<file path="src/rtl/logic_unit_seq.sv">
// ----------------------------------------------------------------------------
// logic_unit_seq
//
// Sequential bitwise logic unit (AND / OR / XOR / NOR). A WIDTH-bit operand
// pair is captured on an input handshake and then processed LANE bits per
// cycle, lowest lane first. The registered result is presented with
// out_valid and held until the consumer takes it.
//
// Parameters:
//   WIDTH  operand/result width, multiple of LANE      (default 32)
//   LANE   bits processed per cycle                    (default 8)
//
// Ports:
//   clk        rising-edge clock
//   rst_n      asynchronous active-low reset
//   in_valid   operand pair valid
//   in_ready   unit can accept an operand pair (high only in IDLE)
//   a, b       operands, sampled only at the accept edge
//   op         00 AND, 01 OR, 10 XOR, 11 NOR
//   out_valid  result valid (high only in DONE)
//   out_ready  consumer accepts the result
//   result     registered result
//   zero       result == 0, built only with LOGIC_UNIT_ZERO_FLAG_EN defined;
//              tied to 0 otherwise
//
// Build option:
//   LOGIC_UNIT_ZERO_FLAG_EN  adds the registered zero flag
// ----------------------------------------------------------------------------
module logic_unit_seq #(
    parameter int WIDTH = 32,
    parameter int LANE  = 8
) (
    input  logic             clk,
    input  logic             rst_n,
    input  logic             in_valid,
    output logic             in_ready,
    input  logic [WIDTH-1:0] a,
    input  logic [WIDTH-1:0] b,
    input  logic [1:0]       op,
    output logic             out_valid,
    input  logic             out_ready,
    output logic [WIDTH-1:0] result,
    output logic             zero
);

    localparam int N     = WIDTH / LANE;
    localparam int CNT_W = (N > 1) ? $clog2(N) : 1;
    localparam logic [CNT_W-1:0] CNT_LAST = CNT_W'(N - 1);

    typedef enum logic [1:0] {
        IDLE = 2'd0,
        BUSY = 2'd1,
        DONE = 2'd2
    } state_t;

    state_t state;
    state_t state_nxt;

    logic [WIDTH-1:0] a_q;
    logic [WIDTH-1:0] b_q;
    logic [1:0]       op_q;
    logic [CNT_W-1:0] cnt;
    logic [WIDTH-1:0] result_q;

    logic [LANE-1:0]  lane_a;
    logic [LANE-1:0]  lane_b;
    logic [LANE-1:0]  lane_res;
    logic             accept;

    function automatic logic [LANE-1:0] lane_op(
        input logic [LANE-1:0] x,
        input logic [LANE-1:0] y,
        input logic [1:0]      sel
    );
        logic [LANE-1:0] r;
        case (sel)
            2'b00:   r = x & y;
            2'b01:   r = x | y;
            2'b10:   r = x ^ y;
            default: r = ~(x | y);
        endcase
        return r;
    endfunction

    assign accept = in_valid && (state == IDLE);

    // ------------------------------------------------------------------
    // FSM: state register
    // ------------------------------------------------------------------
    always_ff @(posedge clk or negedge rst_n) begin
        if (!rst_n) begin
            state <= IDLE;
        end else begin
            state <= state_nxt;
        end
    end

    // ------------------------------------------------------------------
    // FSM: next-state logic
    // ------------------------------------------------------------------
    always_comb begin
        state_nxt = state;
        case (state)
            IDLE: if (in_valid)          state_nxt = BUSY;
            BUSY: if (cnt == CNT_LAST)   state_nxt = DONE;
            DONE: if (out_ready)         state_nxt = IDLE;
            default:                     state_nxt = IDLE;
        endcase
    end

    // ------------------------------------------------------------------
    // FSM: outputs decoded straight from the state register, so there is
    // no combinational path from any input to in_ready / out_valid.
    // ------------------------------------------------------------------
    always_comb begin
        in_ready  = 1'b0;
        out_valid = 1'b0;
        case (state)
            IDLE:    in_ready  = 1'b1;
            DONE:    out_valid = 1'b1;
            default: ;
        endcase
    end

    // ------------------------------------------------------------------
    // Lane select and operation on the captured operands
    // ------------------------------------------------------------------
    always_comb begin
        lane_a = '0;
        lane_b = '0;
        for (int i = 0; i < N; i++) begin
            if (cnt == CNT_W'(i)) begin
                lane_a = a_q[i*LANE +: LANE];
                lane_b = b_q[i*LANE +: LANE];
            end
        end
        lane_res = lane_op(lane_a, lane_b, op_q);
    end

    // ------------------------------------------------------------------
    // Operand capture, lane counter and result register.
    // Lanes not yet written keep the previous operation's value; the
    // counter saturates at the last lane instead of wrapping.
    // ------------------------------------------------------------------
    always_ff @(posedge clk or negedge rst_n) begin
        if (!rst_n) begin
            a_q      <= '0;
            b_q      <= '0;
            op_q     <= '0;
            cnt      <= '0;
            result_q <= '0;
        end else if (accept) begin
            a_q  <= a;
            b_q  <= b;
            op_q <= op;
            cnt  <= '0;
        end else if (state == BUSY) begin
            for (int i = 0; i < N; i++) begin
                if (cnt == CNT_W'(i)) begin
                    result_q[i*LANE +: LANE] <= lane_res;
                end
            end
            if (cnt != CNT_LAST) begin
                cnt <= cnt + CNT_W'(1);
            end
        end
    end

    assign result = result_q;

`ifdef LOGIC_UNIT_ZERO_FLAG_EN
    // Set at accept, knocked down by the first nonzero lane written.
    logic zero_q;

    always_ff @(posedge clk or negedge rst_n) begin
        if (!rst_n) begin
            zero_q <= 1'b0;
        end else if (accept) begin
            zero_q <= 1'b1;
        end else if ((state == BUSY) && (lane_res != '0)) begin
            zero_q <= 1'b0;
        end
    end

    assign zero = zero_q;
`else
    assign zero = 1'b0;
`endif

endmodule

</file>
<file path="config.mk">
export PLATFORM = sky130hd
export DESIGN_NAME = logic_unit_seq
export DESIGN_NICKNAME = d
export VERILOG_FILES = /design/src/rtl/logic_unit_seq.sv
export SDC_FILE = /design/constraint.sdc
export NUM_CORES = 1
export LEC_CHECK = 0
export ABC_CLOCK_PERIOD_IN_PS = 5500
export BUFFER_PORTS_ARGS = -buffer_cell sky130_fd_sc_hd__buf_2
export CAP_MARGIN = 20
export CORE_ASPECT_RATIO = 1.25
export CORE_UTILIZATION = 60
export CTS_CLUSTER_SIZE = 8
export DETAILED_ROUTE_END_ITERATION = 8
export GPL_ROUTABILITY_DRIVEN = 0
export MAX_ROUTING_LAYER = met4
export PLACE_DENSITY = 0.86
export SYNTH_ARGS = -nofsm -noshare
export SYNTH_HDL_FRONTEND = slang
export SYNTH_SLANG_ARGS = --single-unit
</file>
<file path="constraint.sdc">
create_clock -name clk -period 5.5 [get_ports clk]
set_input_delay 1.375 -clock clk [delete_from_list [all_inputs] [get_ports clk]]
set_output_delay 1.375 -clock clk [all_outputs]
set_load 0.02 [all_outputs]
</file>
* Word level (Yosys, flattened, before mapping)
Index checks and enable logic that the tools add are counted.
** Word-level totals
- Memories :: 0
- Output and inout port bits :: 35
- Register bits after elaboration :: 102
- Word-level logic and storage cells :: 56
- Bits of input ports :: 70
- Bits in writable memories :: 0
- ROM bits :: 0
- Latch bits :: 0
** Operators by class
- $add $sub $neg :: 1
- Shift-type cells :: 0
- Magnitude comparators :: 0
- Mux-type cells :: 18
- Reduce and logical (&&, ||, !) cells :: 12
- Div/mod/pow operators :: 0
- $mul :: 0
- Equal/unequal tests :: 11
- Bitwise gates (word level) :: 5
** Operators by type and width (count)
- $mux 8 :: 8
- $pmux 8 s3 :: 1
- $reduce_and 3->1 :: 5
- $mux 2 :: 6
- $and 8x8->8 :: 1
- $eq 2x2->1 const B :: 4
- $ne 2x2->1 const B :: 4
- $not 8->8 :: 1
- $or 8x8->8 :: 1
- $xor 8x8->8 :: 1
- $eq 2x1->1 const B :: 3
- $logic_not 2->1 :: 3
- $pmux 2 s3 :: 1
- $reduce_bool 2->1 :: 2
- $add 2x1->2 const B :: 1
- $mux 1 :: 2
- $reduce_and 2->1 :: 1
- $logic_and 1x1->1 :: 1
- $not 1->1 :: 1

* Longest topological paths before layout
Gate-level depths: netlist of the first run.
- Depth in word-level cells :: 8
- Mapped depth :: 11
- Depth with buffers taken out :: 9

* Worst setup path before layout of the first run
No wires, ideal clock.
- Path type :: reg2out
- Start :: register state[0]
- End :: output out_valid
- Buffers on the path :: 2
- Slack :: 3.116 ns
- Stages on the path, launching flop included :: 5
- Arrival :: 1.009 ns
- Data required time :: 4.125 ns
- Cells stage by stage :: dfrtp_1 -> buf_4 -> buf_4 -> nand2b_1 -> inv_1
** Between the ends
- Cells in the longest elaborated chain, start to end :: 2
** Ends and longest elaborated chain
- from (decl) :: line 56 : state_t state;
- from (signal assigned) :: line 94 : state <= state_nxt;
- $eq 2x2->1 :: line 118 : case (state)
- $mux 1 :: line 118
- to (decl) :: line 40 : output logic out_valid,
Every way passes these cells.

* Final worst setup path of the first run
- Start :: register cnt[1]
- End :: register result_q[14] (netlist: result[14])
** Between the ends
- Cells in the longest elaborated chain, start to end :: 8
- Elaborated cells between the ends (all ways) :: 18
- Those cells by class :: eq/ne (3); mux (9); bitwise (4); reduce/logical (2)
** Ends and longest elaborated chain
- from (decl) :: line 62 : logic [CNT_W-1:0] cnt;
- from (signal assigned) :: line 164 : cnt <= cnt + CNT_W'(1);
- $logic_not 2->1 :: line 132 : if (cnt == CNT_W'(i)) begin
- $mux 8 (4 in a row) :: line 132
- $or 8x8->8 :: line 78, 80
- $not 8->8 :: line 80 : default: r = ~(x | y);
- $pmux 8 s3 :: line 76 : case (sel)
- to (signal, indexed assignment) :: line 160 : result_q[i*LANE +: LANE] <= lane_res;
- to (decl) :: line 63 : logic [WIDTH-1:0] result_q;
Several ways; a longest one is shown, not always the timed one.
A chain may end at the register's enable or synchronous reset.

==> results of run 1 <==
[sequential cells by signal, indices dropped and copies added (netlist names)]
register and count:
op_q 2, result 32, b_q 32, state 2, cnt 2, a_q 32
[metrics by stage]
stage	hold slack, ns	cell area (sq um)	power, mW
6_report	0.504	6140	4.36
3_3_place_gp	0.478	5940	3.70
3_5_place_dp	0.483	5940	3.83
2_1_floorplan	0.481	5500	3.28
5_1_grt	0.527	6140	4.67
4_1_cts	0.505	6140	4.34
[layout make-up]
cell class              count  share of cell area (%)
multi-input cells         318                    42.7
flip-flops and latches    102                    41.5
repair buffers            105                    8.68
well taps                 120                    2.44
clock buffers               9                    2.02
inverters                  22                    1.34
clock inverters             7                    1.30
[cells in the final DEF (no fill, tap or decap), types with 2 or more instances in the layout]
cell type	count
ha_1	19
dfrtp_1	102
nand4bb_1	4
mux2_2	33
clkinvlp_4	2
nor2_1	50
nor3_1	24
mux2_4	40
a221o_1	14
o21ai_0	3
clkbuf_8	9
buf_2	102
or2_2	6
a21oi_1	42
inv_1	22
o221ai_1	8
a22o_1	19
nand2_1	16
buf_4	3
nand4b_2	2
mux2i_1	5
clkinv_4	2
and3b_1	4
a22oi_1	16
nand3b_1	4
inv_6	2
[worst max-delay path, stage by stage (launching register included)]
cell and delay [ns]:
dfrtp_1 0.44, inv_1 0.11, ha_1 0.75, nor2b_4 0.20, a221o_1 0.37, a22oi_1 0.18, ha_1 0.20, inv_1 0.04
mux2i_1 0.36, o221ai_1 0.21
[metal layers]
metal | track usage [%] | vias to the layer above | wire (um)
li1 | - | 1872 | -
met5 | - | - | 0
met4 | 14.3 | 0 | 398
met1 | 37.9 | 2040 | 5230
met3 | 4.39 | 34 | 743
met2 | 43.9 | 198 | 6090
[Yosys cell counts (all sizes together)]
cell type / instances / share of area (%)
dfrtp: 102 / 46
mux2: 73 / 18
nor2: 51 / 3.5
a21oi: 42 / 3.8
buf: 25 / 3.8
nor3: 24 / 2.2
inv: 22 / 1.5
ha: 20 / 4.5
a22o: 19 / 3.0
a22oi: 16 / 2.2
nand2: 16 / 1.1
a221o: 14 / 2.5
clkbuf: 11 / 0.75
o221ai: 8 / 1.3
or2: 6 / 0.68
mux2i: 5 / 0.91
and3b: 4 / 0.64
nand3b: 4 / 0.55
nand4b: 4 / 1.1
nand4bb: 4 / 0.82
o21ai: 3 / 0.27
and2: 1 / 0.16
conb: 1 / 0.068
nand2b: 1 / 0.11
nor2b: 1 / 0.25
o21bai: 1 / 0.14
[worst paths after layout]
path                                    to  slack (ns)
worst max-delay path            result[14]        2.48
worst min register to register   result[7]        0.50
worst min-delay path             result[7]        0.50
worst max register to register  result[14]        2.48
max in group asynchronous        result[5]        3.40
min in group asynchronous         state[0]        1.06
[power by group]
| group | internal [mW] | switching [mW] |
|---|---|---|
| Sequential | 1.13 | 0.341 |
| Combinational | 1.11 | 1.29 |
| Clock | 0.215 | 0.277 |
[cells by family (layout without fill, tap and decap cells)]
logic type / Yosys count / after routing / share of synthesized area [%]
mux: 78 / 78 / 18.6
fa+ha+maj: 20 / 20 / 4.55
buf+inv: 58 / 143 / 6.03
flops: 102 / 102 / 46.4
compound gates: 103 / 103 / 13.3
other cells: 1 / 1 / 0.0681
simple gates: 116 / 116 / 11.1
==> impl_metrics.env, run 1 <==
export IMPL_hold_path_startpoint="result[7]"
export IMPL_wirelength_mm=12.5
export IMPL_yosys_register_bits=102
export IMPL_hold_viol=0
export IMPL_ioPinCount=105
export IMPL_critPathRequiredTime_ns=5.74
export IMPL_postRouteAntennaNets=0
export IMPL_wl_per_cell_um=18.2
export IMPL_rows=38
export IMPL_post_dp_hpwl_mm=9.01
export IMPL_stdcell_count=683
export IMPL_rsz0062_at_grt="no"
export IMPL_remaining_drc_errors=0
export IMPL_clockRootBuffer="clkbuf_8"
export IMPL_cts_tree="built"
export IMPL_grt_pass1_wl_mm=20.2
export IMPL_initial_core_util_pct=62.6
export IMPL_grt_start_max_net_pins=67
export IMPL_overflow=0
export IMPL_period_share_pct=54.9
export IMPL_endpoint_kind="flip-flop"
export IMPL_start_kind="flip-flop"
export IMPL_io_buffers=103
export IMPL_hold_buffers=0
export IMPL_dr_pass1_iters=6
export IMPL_drtIter0Drc=326
export IMPL_antennaDiodeCount=0
export IMPL_die_x_um=87.7
export IMPL_synth_seq_area_share_pct=46.4
export IMPL_fmaxAchievable_mhz=331
export IMPL_multi_input_area_sq_um=2620
export IMPL_utilization_pct=69.8
export IMPL_r2r_start="cnt[1]"
export IMPL_hp_class="flip-flop to flip-flop"
export IMPL_synth_area_per_cell_sq_um=11.5
export IMPL_tightest_slew_ns=1.07
export IMPL_cp_arrival_ns=3.26
export IMPL_cap_viol_max_count=0
export IMPL_vias_per_cell=6.07
export IMPL_skew_ns=0.0125
export IMPL_critPathMaxFanout=23
export IMPL_antenna_found_initial=0
export IMPL_synth_cell_types=33
export IMPL_layout_drive_gt1_share_pct=36.8
export IMPL_cts_buffers=9
export IMPL_syn_nets=568
export IMPL_power_density_nw_per_um2=710
export IMPL_path_clk_slew_ns=0.10
export IMPL_cts_resized=0
export IMPL_rr_worst_depth=9
export IMPL_cts_setup_buffers=0
export IMPL_min_path_cells=2
export IMPL_die_area_sq_um=9560
export IMPL_tns_ns=0
export IMPL_core_area_sq_um=8800
export IMPL_leakage_nw=2.98
export IMPL_seqCellArea_sq_um=2550
export IMPL_die_h_um=109
export IMPL_worstSetupStartpoint="cnt[1]"
export IMPL_cts_buffer_depth=2
export IMPL_yosys_warnings=0
export IMPL_first_global_vias=4142
export IMPL_worstSetupPathType="flip-flop to flip-flop"
export IMPL_setup_viol=0
export IMPL_nets=648
export IMPL_routed_via_count=4144
export IMPL_clock_latency_ns=0.39
export IMPL_fillers=622
export IMPL_ir_drop_mv=0.437
export IMPL_post_route_min_period_ns=3.02
export IMPL_syn_area_sq_um=5500
export IMPL_area_growth_pct=11.6
export IMPL_finalMaxSlewViolations=0
export IMPL_relSlewSlack_pct=28.4
export IMPL_syn_inst=478
export IMPL_outcome="completed"
export IMPL_h_tree_depth=3
export IMPL_dp_cells=667
export IMPL_preCtsSetupSlack_ns=2.56
export IMPL_setup_ws_ns=2.48
export IMPL_cts_sinks=102
export IMPL_grt_usage_pct=28.9
(Power assumes the default switching activity.)
==> inputs of run 2 (changes only) <==
ABC_CLOCK_PERIOD_IN_PS = 3000   (was 5500)
CORE_UTILIZATION = 56   (was 60)
PLACE_DENSITY = 0.81   (was 0.86)
clock period = 3 ns   (was 5.5 ns; I/O delays follow)
==> impl_metrics.env, run 2 (synthesis results as in run 1) <==
export IMPL_outcome="completed"
export IMPL_die_area_sq_um=10200
export IMPL_hold_viol=0
export IMPL_ioPinCount=105
export IMPL_grt_usage_pct=26.6
export IMPL_r2r_end="result[23]"
export IMPL_rsz0062_at_grt="no"
export IMPL_cts_buffer_depth=2
export IMPL_layout_drive_gt1_share_pct=37.4
export IMPL_critPathRequiredTime_ns=3.20
export IMPL_cp_arrival_ns=2.85
export IMPL_wl_per_cell_um=17.9
export IMPL_slowest_delay_ns=0.77
export IMPL_cts_setup_buffers=0
export IMPL_start_kind="flip-flop"
export IMPL_post_dp_hpwl_mm=9.19
export IMPL_h_tree_depth=3
export IMPL_wirelength_mm=12.5
export IMPL_core_area_sq_um=9560
export IMPL_cap_viol_max_count=0
export IMPL_cts_buffers=9
export IMPL_period_share_pct=88.3
export IMPL_power_mw=8.36
export IMPL_area_growth_pct=15.1
export IMPL_vias_per_cell=6.00
export IMPL_die_x_um=90.7
export IMPL_cts_resized=0
export IMPL_grt_pass1_wl_mm=20.5
export IMPL_critPathMaxFanout=49
export IMPL_initial_core_util_pct=57.6
export IMPL_routed_via_count=4174
export IMPL_antenna_found_initial=0
export IMPL_route_layer_met1_wl_mm=5.29
export IMPL_io_buffers=103
export IMPL_endpoint_kind="flip-flop"
export IMPL_setup_viol=0
export IMPL_overflow=0
export IMPL_clockRootBuffer="clkbuf_16"
export IMPL_drtIter0Drc=221
export IMPL_grt_start_max_net_pins=50
export IMPL_ir_drop_mv=0.580
export IMPL_worstSetupPathType="flip-flop to flip-flop"
export IMPL_highest_signal_layer="met4"
export IMPL_fillers=727
export IMPL_path_cells="ha_2 > a21oi_1 > a22oi_1 > ha_1 > mux2i_1 > o221ai_1"
export IMPL_tns_ns=0
export IMPL_tightest_slew_ns=0.831
export IMPL_nets=656
export IMPL_path_clk_slew_ns=0.06
export IMPL_dr_pass1_iters=7
export IMPL_first_global_vias=4164
export IMPL_rows=40
export IMPL_met2_length_mm=6.14
export IMPL_post_route_min_period_ns=2.65
export IMPL_worst_path_max_delay_cell="ha_2"
export IMPL_met3_wirelength_um=696
export IMPL_antennaDiodeCount=0
export IMPL_cts_sinks=102
export IMPL_relSlewSlack_pct=44.6
export IMPL_r2r_start="cnt[1]"
export IMPL_die_h_um=113
export IMPL_worst_r2r_setup_slack_ns=0.35
export IMPL_rr_worst_depth=6
export IMPL_hold_buffers=0
export IMPL_final_cell_mix="dfrtp_1 (102), buf_2 (102), nor2_1 (50)"
export IMPL_hp_class="input port to asynchronous set/reset pin"
export IMPL_fmaxAchievable_mhz=377
export IMPL_cts_tree="built"
export IMPL_leakage_nw=3.09
export IMPL_finalMaxSlewViolations=0
export IMPL_remaining_drc_errors=0
export IMPL_skew_ns=0.00415
export IMPL_clock_latency_ns=0.35
export IMPL_power_density_nw_per_um2=1320
export IMPL_postRouteAntennaNets=0
[run 2: cell count changes in the layout (fill, tap and decap cells not counted), sizes merged]
cell      delta
clkinvlp     -2
buf          +8
inv          -2
clkinv       +1
bufinv       +1
clkbuf       +1
[run 2: cell type report]
type                    instances  area (sq um)  area share, %
clock buffers                  10           229           3.61
clock inverters                 5          75.1           1.18
inverters                      22          82.6           1.30
multi-input cells             318          2620           41.4
flip-flops and latches        102          2550           40.3
well taps                     126           158           2.49
repair buffers                113           618           9.76
[run 2: through the flow]
step | hold slack (ns) | cell area, sq um | utilization [%] | setup slack [ns] | cells
5_1_grt | 0.444 | 6340 | 66.3 | 0.116 | 696
3_3_place_gp | 0.482 | 6030 | 63.1 | 0.566 | 681
4_1_cts | 0.417 | 6340 | 66.3 | 0.363 | 696
6_report | 0.394 | 6340 | 66.3 | 0.350 | 696
2_1_floorplan | 0.454 | 5500 | - | 0.725 | 478
3_5_place_dp | 0.483 | 6030 | 63.1 | 0.382 | 681
[run 2: how the worst max path moves through the flow]
| stage | start | to | slack (ns) | cells after the start |
|---|---|---|---|---|
| floorplan | cnt[0] | result[28] | 0.72 | 10 |
| global placement | cnt[1] | result[20] | 0.57 | 9 |
| detailed placement | cnt[1] | result[23] | 0.38 | 6 |
| CTS | cnt[1] | result[23] | 0.36 | 6 |
| global route | cnt[1] | result[7] | 0.12 | 7 |
| finish | cnt[1] | result[23] | 0.35 | 6 |
[run 2: worst max-delay path: cells and delay by family (launching register included)]
family / cells / cell delay [ns]
muxes: 1 / 0.39
adders and majority gates: 2 / 1.04
DFF: 1 / 0.42
AOI/OAI and AO/OA: 3 / 0.65
[run 2: power breakdown]
part           internal [mW]  leakage [nW]  switching (mW)
Clock                  0.721         0.152           0.483
Combinational           2.07          1.74            2.38
Sequential              2.09          1.20           0.614
[run 2: routing by layer]
layer	vias to the layer above	track usage (%)
met5	-	-
met4	0	11.8
met3	28	4.44
met2	162	43.1
met1	2076	32.8
li1	1908	-
